==> src/rtl/inst_fetch.sv <==
// Instruction fetch unit: assembles 16-bit instructions from two consecutive
// bytes of a synchronous-read byte memory and presents them with a valid/ready handshake.
module inst_fetch #(
    parameter int unsigned           ADDR_WIDTH = 8,
    parameter int unsigned           DATA_WIDTH = 8,
    parameter logic [ADDR_WIDTH-1:0] RESET_PC   = '0
) (
    input  logic                    clk,
    input  logic                    clr,
    input  logic                    en,
    input  logic                    redirect_valid,
    input  logic [ADDR_WIDTH-1:0]   redirect_addr,
    output logic                    mem_ce,
    output logic                    mem_rw,
    output logic [ADDR_WIDTH-1:0]   mem_addr,
    output logic [DATA_WIDTH-1:0]   mem_wdata,
    input  logic [DATA_WIDTH-1:0]   mem_rdata,
    output logic [2*DATA_WIDTH-1:0] instr,
    output logic [ADDR_WIDTH-1:0]   instr_pc,
    output logic                    instr_valid,
    input  logic                    instr_ready,
    output logic                    busy
);

    localparam logic [ADDR_WIDTH-1:0] EVEN_MASK  = ~ADDR_WIDTH'(1);
    localparam logic [ADDR_WIDTH-1:0] PC_RESET   = RESET_PC & EVEN_MASK;

    typedef enum logic [2:0] {
        S_IDLE,
        S_HI,
        S_LO,
        S_CAP,
        S_HOLD
    } state_e;

    state_e                  state_q,    state_d;
    logic [ADDR_WIDTH-1:0]   pc_q,       pc_d;
    logic [DATA_WIDTH-1:0]   hi_byte_q,  hi_byte_d;
    logic [2*DATA_WIDTH-1:0] instr_q,    instr_d;
    logic [ADDR_WIDTH-1:0]   instr_pc_q, instr_pc_d;
    logic                    valid_q,    valid_d;
    logic                    handshake;

    assign handshake = valid_q && instr_ready;

    always_comb begin
        // NOTE: every always_comb output gets a default first so no path can infer a latch.
        state_d    = state_q;
        pc_d       = pc_q;
        hi_byte_d  = hi_byte_q;
        instr_d    = instr_q;
        instr_pc_d = instr_pc_q;
        valid_d    = valid_q;

        unique case (state_q)
            S_IDLE: begin
                if (en) state_d = S_HI;
            end
            S_HI: begin
                state_d = S_LO;
            end
            S_LO: begin
                hi_byte_d = mem_rdata;
                state_d   = S_CAP;
            end
            S_CAP: begin
                instr_d    = {hi_byte_q, mem_rdata};
                instr_pc_d = pc_q;
                valid_d    = 1'b1;
                pc_d       = pc_q + ADDR_WIDTH'(2);
                state_d    = S_HOLD;
            end
            S_HOLD: begin
                if (handshake) begin
                    valid_d = 1'b0;
                    state_d = en ? S_HI : S_IDLE;
                end
            end
            default: begin
                state_d = S_IDLE;
            end
        endcase

        // A redirect wins over everything in flight, including a same-cycle handshake.
        if (redirect_valid) begin
            pc_d       = redirect_addr & EVEN_MASK;
            hi_byte_d  = hi_byte_q;
            instr_d    = instr_q;
            instr_pc_d = instr_pc_q;
            valid_d    = 1'b0;
            state_d    = en ? S_HI : S_IDLE;
        end
    end

    // NOTE: sequential state uses non-blocking assignments so all registers update together.
    always_ff @(posedge clk) begin
        if (clr) begin
            state_q    <= S_IDLE;
            pc_q       <= PC_RESET;
            hi_byte_q  <= '0;
            instr_q    <= '0;
            instr_pc_q <= '0;
            valid_q    <= 1'b0;
        end else begin
            state_q    <= state_d;
            pc_q       <= pc_d;
            hi_byte_q  <= hi_byte_d;
            instr_q    <= instr_d;
            instr_pc_q <= instr_pc_d;
            valid_q    <= valid_d;
        end
    end

    // The low byte always sits at pc+1; pc is even so setting bit 0 is enough.
    always_comb begin
        mem_addr = pc_q;
        if (state_q == S_LO) mem_addr = pc_q | ADDR_WIDTH'(1);
    end

    assign mem_ce      = !clr && ((state_q == S_HI) || (state_q == S_LO));
    assign mem_rw      = 1'b1;
    assign mem_wdata   = '0;
    assign instr       = instr_q;
    assign instr_pc    = instr_pc_q;
    assign instr_valid = valid_q;
    assign busy        = (state_q != S_IDLE);

endmodule
==> config.mk <==
export PLATFORM = sky130hd
export DESIGN_NAME = inst_fetch
export DESIGN_NICKNAME = d
export VERILOG_FILES = /design/src/rtl/inst_fetch.sv
export SDC_FILE = /design/constraint.sdc
export NUM_CORES = 1
export LEC_CHECK = 0
export ABC_AREA = 1
export BUFFER_PORTS_ARGS = -buffer_cell sky130_fd_sc_hd__buf_2
export CAP_MARGIN = 30
export CELL_PAD_IN_SITES_DETAIL_PLACEMENT = 1
export CELL_PAD_IN_SITES_GLOBAL_PLACEMENT = 1
export CORE_UTILIZATION = 30
export DETAILED_ROUTE_END_ITERATION = 8
export PLACE_DENSITY_LB_ADDON = 0.1
export SLEW_MARGIN = 20
export SYNTH_ARGS = -nofsm -noshare
export SYNTH_HDL_FRONTEND = slang
export SYNTH_SLANG_ARGS = --single-unit
==> constraint.sdc <==
create_clock -name clk -period 2.5 [get_ports clk]
set_clock_uncertainty 0.05 [all_clocks]
set_input_delay 0.375 -clock clk [delete_from_list [all_inputs] [get_ports clk]]
set_output_delay 0.375 -clock clk [all_outputs]
set_load 0.05 [all_outputs]
==> results.yml <==
status:
  outcome: "finished, final reports clean"
route:
  drc: 0
  routedWlPerCell_um: 12.87
  routed_wl_mm: 4.673
  drt_iter0_markers: 97
  dr.pass1.iters: 4
  ant_nets: 0
  vias: 1689
  vias_per_cell: 4.653
grt:
  grt_usage_pct: 16.02
  grt_pass1_wl_mm: 7.797
  first_global_vias: 1662
  grt_max_degree: 29
  gr-total-overflow: 0
  antenna_found_initial: 0
min_path:
  worstHoldStart: "mem_rdata[1]"
  worstHoldEndpoint: "hi_byte_q[1]$_SDFFE_PP0P_"
  hold_depth: 3
  hold_class: "in2reg"
synthesis:
  synthMuxAreaShare_pct: 0
  syn_area_per_cell_um2: 7.523
  synth_commonest_cells: "nor2_1, dfxtp_1, o21ai_0"
  yosysMostFrequentCell: "nor2_1"
  ys.flop_type: "dfxtp_1"
  synth_simple_gate_area_share_pct: 25.33
  synth_xor_area_share_pct: 0
  yosys_warnings: 0
  synthArstFlopShare_pct: 0
  synthTopCellsByArea: "dfxtp_1, nor2_1, o21ai_0, nand2_1, nand3_1"
  synth_top_family_by_area: "simple AND/OR/NAND/NOR gates"
  synth_area_leader_cell: "dfxtp_1"
  synth_cell_type_count: 28
  synth.cell_area_um2: 1813
  synth_edf_count: 0
  yosys.area_share.adder_pct: 0.6901
  yosysSeqAreaShare_pct: 46.38
  ys_seq_elements: 42
  synthCells: 241
  yosys.area.top_type_share_pct: 46.38
  synth_compound_area_share_pct: 16.01
floorplanning:
  die_height_um: 79.74
  die_x_um: 79.74
  ios: 65
  start_util_pct: 31.94
  die-area_um2: 6358
  core_area_um2: 5675
  rows: 27
worst_setup_path:
  crit_required_ns: 2.08
  slowest_stage: "dfxtp_1"
  max_stage_delay_ns: 0.35
  crit_fanout: 9
  crit_arrival_ns: 1.38
  path_class: "reg2out"
  setup.worst_path.end_class: "output port"
  start_kind: "flip-flop"
  r2r-end: "pc_q[5]$_SDFFE_PP0P_"
  reg2reg_slack_ns: 0.99
  r2r_start: "state_q[1]$_SDFFE_PP0P_"
  crit_buf_inv: 3
  path_cells: "inv_1 > nand2_2 > nor2_2 > buf_4 > buf_2"
  cp_top_family: "buffers and inverters"
  r2r.worst_path.cells: 6
placed_design:
  post-dp-hpwl_mm: 3.367
  dp.cells: 355
  place_congestion: 0.7860
  placed_area_um2: 2066
  port_buffers: 53
sta:
  setup_viol: 0
  whs_ns: 0.2985
  rsz0062_at_grt: "false"
  period_needed_ns: 1.804
  slew_violations: 0
  period_share_pct: 72.17
  max_slew_margin_pct: 56.67
  finalSetupTns_ns: 0
  final-hold-violation-count: 0
  fmax_mhz: 554.2
  tightest_slew_ns: 0.6493
clock_network:
  clockBufferDepth: 2
  htree_levels: 2
  hold_buffers: 0
  tritoncts: "done"
  clk_pin_slew_ns: 0.08
  clkSinkCount: 42
  cts_root_buffer: "clkbuf_8"
  clock_latency_ns: 0.30
  cts_resized: 0
  cts_made_buffers: 5
  cts_setup_buffers: 0
layout:
  final_nets: 312
  fin_cells: 363
  syn2layout_area_growth_pct: 19.19
  drive_gt1_share_pct: 24.74
  antennaDiodeCount: 0
  design_area_um2: 2161
pwr:
  totalPowerFinal_mw: 1.384
  p_per_area_nw_per_um2: 640.4
  max-vdd-ir-drop_mv: 0.2281
  leakage_nw: 0.9775
job:
  drv_cap: 0
## cell type report
| cell class | count | area, um^2 |
|---|---|---|
| Inverter | 16 | 62.56 |
| Clock inverter | 1 | 8.758 |
| Tap cell | 72 | 90.09 |
| Sequential cell | 42 | 840.8 |
| Multi-Input combinational cell | 171 | 799.5 |
| Fill cell | 739 | 3515 |
| Timing Repair Buffer | 54 | 272.8 |
| Clock buffer | 7 | 86.33 |
## per-layer routing
metal | vias to the layer above | track usage [%] | part of all wire, %
met5 | - | 0 | 0
met4 | 0 | 5.893 | 1.5
met3 | 8 | 3.086 | 3.7
met2 | 43 | 26.84 | 47
met1 | 775 | 20.25 | 48
li1 | 863 | - | -
## cell families after synthesis
kind of cell,Yosys count
AOI/OAI and AO/OA,54
other,2
DFF,42
buffers and inverters,36
and+or+nand+nor,106
adders and majority gates,1
## worst max-delay path by stage
stage	cells after the start	to	from
2_1_floorplan	3	mem_ce	clr
5_1_grt	5	mem_ce	state_q[1]$_SDFFE_PP0P_
6_report	5	mem_addr[0]	state_q[2]$_SDFFE_PP0P_
3_3_place_gp	6	pc_q[5]$_SDFFE_PP0P_	redirect_valid
4_1_cts	5	mem_addr[0]	state_q[2]$_SDFFE_PP0P_
3_5_place_dp	6	pc_q[5]$_SDFFE_PP0P_	redirect_valid
## stage by stage
step           setup slack, ns  util [%]
6_report                0.6957     38.07
5_1_grt                 0.5719     38.07
4_1_cts                 0.6812     38.07
3_5_place_dp            0.6309     36.40
3_3_place_gp            0.6557     36.40
2_1_floorplan           0.6688         -
## registers in the layout, indices dropped and copies added (netlist names)
| name | flops |
|---|---|
| state_q | 3 |
| pc_q | 7 |
| instr | 16 |
| instr_valid | 1 |
| instr_pc | 7 |
| hi_byte_q | 8 |
## report_power, final
part / switching, mW / internal, mW / total, mW
sequential: 0.0172 / 0.686 / 0.703
clock: 0.240 / 0.228 / 0.468
combinational: 0.164 / 0.0486 / 0.212
total: 0.421 / 0.963 / 1.38
## layout by cell type, fill, tap and decap left out, drive strengths merged
cell type and count:
buf 54, nor2 52, dfxtp 42, nand2 30
o21ai 28, nand3 20, a21oi 20, inv 17
conb 10, clkbuf 7, nor3 3, a31oi 2
o21bai 2, nand4 1, a211oi 1, o31ai 1
ha 1
## tightest hold or removal path, stage by stage
cell     delay (ns)
buf_2          0.10
nand3_1        0.07
a21oi_1        0.05
Power figures use the tool's default switching activity.
